### src/rtl/el_add_buf.sv
// el_add_buf: dual-rail, level-encoded (2-phase) adder with a result FIFO.
// A complete input token on links A, B and C is summed, pushed into the FIFO
// and acknowledged. The FIFO head is then sent through a dual-rail output
// register whenever the sum and carry receivers have both acknowledged the
// previous output.
// Optional build macro: EL_ADD_BUF_SYNC_EN adds 2-flop synchronisers on
// in_a, in_b, in_c, ack_s_i and ack_c_i.
module el_add_buf #(
    parameter int WIDTH    = 8,
    parameter int DEPTH    = 4,
    parameter int RAIL_NUM = 2
) (
    input  logic                       clk,
    input  logic                       rst,
    input  logic [RAIL_NUM*WIDTH-1:0]  in_a,
    output logic                       ack_a_o,
    input  logic [RAIL_NUM*WIDTH-1:0]  in_b,
    output logic                       ack_b_o,
    input  logic [RAIL_NUM-1:0]        in_c,
    output logic                       ack_c_o,
    output logic [RAIL_NUM*WIDTH-1:0]  out_s,
    input  logic                       ack_s_i,
    output logic [RAIL_NUM-1:0]        out_c,
    input  logic                       ack_c_i,
    output logic [$clog2(DEPTH+1)-1:0] level
);
    localparam int LW = $clog2(DEPTH+1);
    localparam int PW = $clog2(DEPTH);
    localparam logic [LW-1:0] FULL_LEVEL = LW'(DEPTH);

    logic [RAIL_NUM*WIDTH-1:0] w_a;
    logic [RAIL_NUM*WIDTH-1:0] w_b;
    logic [RAIL_NUM-1:0]       w_c;
    logic                      w_ackS;
    logic                      w_ackC;

`ifdef EL_ADD_BUF_SYNC_EN
    logic [RAIL_NUM*WIDTH-1:0] r_aMeta;
    logic [RAIL_NUM*WIDTH-1:0] r_aSync;
    logic [RAIL_NUM*WIDTH-1:0] r_bMeta;
    logic [RAIL_NUM*WIDTH-1:0] r_bSync;
    logic [RAIL_NUM-1:0]       r_cMeta;
    logic [RAIL_NUM-1:0]       r_cSync;
    logic [1:0]                r_ackMeta;
    logic [1:0]                r_ackSync;

    // Two-flop synchronisers for every input coming from another timing domain
    always_ff @(posedge clk or negedge rst) begin
        if (!rst) begin
            r_aMeta   <= '0;
            r_aSync   <= '0;
            r_bMeta   <= '0;
            r_bSync   <= '0;
            r_cMeta   <= '0;
            r_cSync   <= '0;
            r_ackMeta <= '0;
            r_ackSync <= '0;
        end else begin
            r_aMeta   <= in_a;
            r_aSync   <= r_aMeta;
            r_bMeta   <= in_b;
            r_bSync   <= r_bMeta;
            r_cMeta   <= in_c;
            r_cSync   <= r_cMeta;
            r_ackMeta <= {ack_s_i, ack_c_i};
            r_ackSync <= r_ackMeta;
        end
    end

    assign w_a    = r_aSync;
    assign w_b    = r_bSync;
    assign w_c    = r_cSync;
    assign w_ackS = r_ackSync[1];
    assign w_ackC = r_ackSync[0];
`else
    assign w_a    = in_a;
    assign w_b    = in_b;
    assign w_c    = in_c;
    assign w_ackS = ack_s_i;
    assign w_ackC = ack_c_i;
`endif

    logic             r_inPh;
    logic             r_outPh;
    logic [LW-1:0]    r_level;
    logic [PW-1:0]    r_wrPtr;
    logic [PW-1:0]    r_rdPtr;
    logic [WIDTH:0]   r_outVal;
    logic [WIDTH:0]   r_mem [DEPTH];

    logic [WIDTH-1:0] w_aVal;
    logic [WIDTH-1:0] w_bVal;
    logic             w_cVal;
    logic             w_complete;
    logic [WIDTH:0]   w_sum;
    logic             w_push;
    logic             w_pop;
    logic             w_linkIdle;

    // Recover operand values and detect a token whose every bit has moved to the new phase
    always_comb begin
        w_complete = 1'b1;
        w_aVal     = '0;
        w_bVal     = '0;
        for (int i = 0; i < WIDTH; i++) begin
            w_aVal[i] = w_a[RAIL_NUM*i+1];
            w_bVal[i] = w_b[RAIL_NUM*i+1];
            if ((w_a[RAIL_NUM*i+1] ^ w_a[RAIL_NUM*i]) == r_inPh) begin
                w_complete = 1'b0;
            end
            if ((w_b[RAIL_NUM*i+1] ^ w_b[RAIL_NUM*i]) == r_inPh) begin
                w_complete = 1'b0;
            end
        end
        w_cVal = w_c[1];
        if ((w_c[1] ^ w_c[0]) == r_inPh) begin
            w_complete = 1'b0;
        end
    end

    assign w_sum      = {1'b0, w_aVal} + {1'b0, w_bVal} + {{WIDTH{1'b0}}, w_cVal};
    assign w_push     = w_complete && (r_level != FULL_LEVEL);
    assign w_linkIdle = (w_ackS == r_outPh) && (w_ackC == r_outPh);
    assign w_pop      = w_linkIdle && (r_level != '0);

    // Handshake phases, FIFO pointers/occupancy and the output register
    always_ff @(posedge clk or negedge rst) begin
        if (!rst) begin
            r_inPh   <= 1'b0;
            r_outPh  <= 1'b0;
            r_level  <= '0;
            r_wrPtr  <= '0;
            r_rdPtr  <= '0;
            r_outVal <= '0;
        end else begin
            if (w_push) begin
                r_inPh  <= ~r_inPh;
                r_wrPtr <= r_wrPtr + PW'(1);
            end
            if (w_pop) begin
                r_outPh  <= ~r_outPh;
                r_outVal <= r_mem[r_rdPtr];
                r_rdPtr  <= r_rdPtr + PW'(1);
            end
            case ({w_push, w_pop})
                2'b10:   r_level <= r_level + LW'(1);
                2'b01:   r_level <= r_level - LW'(1);
                default: r_level <= r_level;
            endcase
        end
    end

    // FIFO storage needs no reset because the pointers define what is valid
    always_ff @(posedge clk) begin
        if (w_push) begin
            r_mem[r_wrPtr] <= w_sum;
        end
    end

    // Re-encode the held result as dual-rail with the current output phase
    always_comb begin
        out_s = '0;
        for (int i = 0; i < WIDTH; i++) begin
            out_s[RAIL_NUM*i+1] = r_outVal[i];
            out_s[RAIL_NUM*i]   = r_outVal[i] ^ r_outPh;
        end
        out_c = {r_outVal[WIDTH], r_outVal[WIDTH] ^ r_outPh};
    end

    assign ack_a_o = r_inPh;
    assign ack_b_o = r_inPh;
    assign ack_c_o = r_inPh;
    assign level   = r_level;

endmodule

### config.mk
export PLATFORM = sky130hd
export DESIGN_NAME = el_add_buf
export DESIGN_NICKNAME = d
export VERILOG_FILES = /design/src/rtl/el_add_buf.sv
export SDC_FILE = /design/constraint.sdc
export NUM_CORES = 1
export LEC_CHECK = 0
export ABC_CLOCK_PERIOD_IN_PS = 3700
export BUFFER_PORTS_ARGS = -buffer_cell sky130_fd_sc_hd__buf_2
export CORE_UTILIZATION = 40
export DETAILED_ROUTE_END_ITERATION = 12
export PLACE_DENSITY_LB_ADDON = 0.3
export SLEW_MARGIN = 20
export SYNTH_ARGS = -nofsm -noshare
export SYNTH_HDL_FRONTEND = slang
export SYNTH_SLANG_ARGS = --single-unit
### constraint.sdc
create_clock -name clk -period 3.7 [get_ports clk]
set_input_delay 0.74 -clock clk [delete_from_list [all_inputs] [get_ports clk]]
set_output_delay 0.74 -clock clk [all_outputs]
set_load 0.01 [all_outputs]
==> reports/qor.txt <==
Clock slew at reported path FFs - 0.09 ns
Post-CTS Hold Buffers - 0
Routed length per placed instance - 13.5 µm
Post-synth top cells - 36 x edfxtp_1, 20 x xor2_1, 19 x xnor2_1, 18 x dfrtp_1, 14 x inv_1
DR pass1 iterations - 4
Final Hold Violating Endpoints - 0
Startpoint class of the critical path - input pin
Core area - 6760 µm²
Slew headroom - 58.6%
Leak Pwr - 1.35 nW
Critical Path Source - in_b[1]
Final min period - 2.78 ns
Worst hold slack - 0.355 ns
Fillers - 627
Setup TNS - 0 ns
Max cap viols - 0
EDFF count, synth - 36
Starting Density - 41.2%
H-tree levels - 2
Syn_nets - 248
Synth top area share - 38.8%
Overflow after GRT - 0
GRT Util Overall - 13.8%
Synth Register Bits - 54
Reg-to-reg slack, setup - 1.16 ns
Vias post-DR - 1620
Sink Count - 54
Final Max Slew Viols - 0
Total detailed-routing wirelength - 4570 µm
CTS tree - done
FFs w/ async S/R, synth - 33.3%
Seq/Total Area, Yosys - 55.0%
Crit-path slowest cell - or4_4
Worst Hold Class - input pin to async pin
DP Worst Slack - 0.612 ns
WP data required - 3.89 ns
Tcrit/Tclk final - 75.2%
Worst R2R Start - r_outPh$_DFFE_PN0P_
Crit path DAT - 2.97 ns
Final Power - 0.00189 W
Clock Tree Buf Depth - 2
Crit path max fanout - 8
CTS resizes - 0
Diode count - 0
Initial antenna violation count - 0
Final nets - 311
Main synth FF type - edfxtp_1
Root Buffer - clkbuf_8
CP peak stage delay - 0.55 ns
Synth Area per Inst - 14.3 µm²
Status - finished clean
Vias in the first global route - 1575
Io pins - 62
Area contributors post-synth - edfxtp_1 39%, dfrtp_1 16%, mux4_2 7.3%, xor2_1 6.3%, xnor2_1 6.0%
Worst R2R Path Depth - 9
Post-synth top area cell - edfxtp_1
Cell count after placement - 331
Largest net degree at the start of global routing - 19
PD cells - 580 nW/µm²
Crit end category - flip-flop
First-pass GRT wire length - 7600 µm
Synth Instances - 195
Ys Warns - 0
Row cnt - 30
Layout cell share with drive strength beyond 1 - 35.9%
Die span in x - 85.5 µm
VDD IR max - 0.199 mV
Post-CTS Repair Setup Buffers - 0
Most frequent cell after synthesis - edfxtp_1
Critical path, cell by cell - buf_2 > xnor2_1 > nand4_1 > or4_4 > a21oi_4 > inv_1 > ha_1 > inv_1 > fa_1 > xor2_1 > nor2_1 > xor2_1
Synth cell types - 36
Critical path type - input pin to flip-flop
Area Overhead vs Synth - 16.9%
Final Wtd Congestion - 0.729
Die area - 7300 µm²
Port bufs - 61
DP Wirelength - 3560 µm
Worst-Skew Late Latency - 0.30 ns
Setup violations, final - 0
Crit-path leading delay family - simple AND/OR/NAND/NOR gates
Post-Syn Area - 2790 µm²
CTS buffer count - 5
Fmax achieved - 360 MHz
DR vias/cell - 4.78
Reg-to-Reg End - level[2]$_DFFE_PN0P_
Worst Max-Slew Pin Slew - 0.621 ns
RSZ-0062 raised after global routing - no
DRT iter0 DRCs - 54
CP bufs+invs - 3
Setup WS post-layout - 0.919 ns
Die Ht - 85.5 µm
Post-DRT Antenna Nets - 0
Clk_skew - 0.00301 ns
Layout Cells excl Fill - 339
# DRC - 0
stage by stage:
step           area, µm²  util [%]
3_3_place_gp        3170      46.9
3_5_place_dp        3170      46.9
2_1_floorplan       2790         -
6_report            3260      48.2
4_1_cts             3260      48.2
5_1_grt             3260      48.2
area by class of cell:
type / count / area [µm²] / area share, %
Sequential cell: 54 / 1530 / 47.0
Multi-Input combinational cell: 121 / 1170 / 35.9
Clock inverter: 3 / 21.3 / 0.653
Tap cell: 80 / 100 / 3.07
Timing Repair Buffer: 62 / 313 / 9.60
Clock buffer: 5 / 68.8 / 2.11
Inverter: 14 / 52.6 / 1.61
cells by family after synthesis:
kind of cell	Yosys count	share of synthesized area, %
flip-flops	54	55.0
XOR/XNOR	40	12.8
adder cells (fa/ha/maj)	15	7.54
AO/OA/AOI/OAI	16	3.77
buffers and inverters	20	3.05
multiplexers	19	11.5
AND/OR/NAND/NOR	31	6.38
flip-flops by register name, indices dropped and copies added, names as in the netlist:
register  count
r_wrPtr       2
r_outVal      9
r_mem        36
ack_a_o       1
r_rdPtr       2
level         3
r_outPh       1
layout by cell type, fill, tap and decap left out, types with 2 or more instances in the layout:
cell	n
a21o_1	2
a21oi_1	6
and2_1	4
buf_2	61
clkbuf_8	5
dfrtp_1	18
edfxtp_1	36
fa_1	3
ha_1	12
inv_1	14
mux2_2	9
mux4_2	9
nand2_1	6
nand4_1	5
nor2_1	3
nor3_1	2
nor4_1	3
o21ai_0	4
xnor2_1	19
xor2_1	20
worst max path at each step:
stage	to	slack [ns]	depth (start not counted)
2_1_floorplan	level[2]$_DFFE_PN0P_	0.95	11
3_3_place_gp	level[2]$_DFFE_PN0P_	0.65	12
3_5_place_dp	level[1]$_DFFE_PN0P_	0.61	10
4_1_cts	level[1]$_DFFE_PN0P_	0.92	10
5_1_grt	level[2]$_DFFE_PN0P_	0.78	12
6_report	level[2]$_DFFE_PN0P_	0.92	12
metal layers:
| layer | routed length [µm] | vias up | track usage, % |
|---|---|---|---|
| li1 | - | 821 | - |
| met1 | 2190 | 736 | 18.4 |
| met2 | 2120 | 58 | 23.0 |
| met3 | 202 | 5 | 2.33 |
| met4 | 59 | 0 | 4.55 |
| met5 | 0 | - | 0 |
report_power, final:
group / total (W) / internal [W] / switching [W] / leakage [nW]
Combinational: 0.000686 / 0.000375 / 0.000311 / 0.763
Clock: 0.000321 / 0.000133 / 0.000188 / 0.0441
Sequential: 0.000882 / 0.000748 / 0.000134 / 0.538
Total: 0.00189 / 0.00126 / 0.000633 / 1.35
Note: power is estimated with default switching activity, not from simulation.
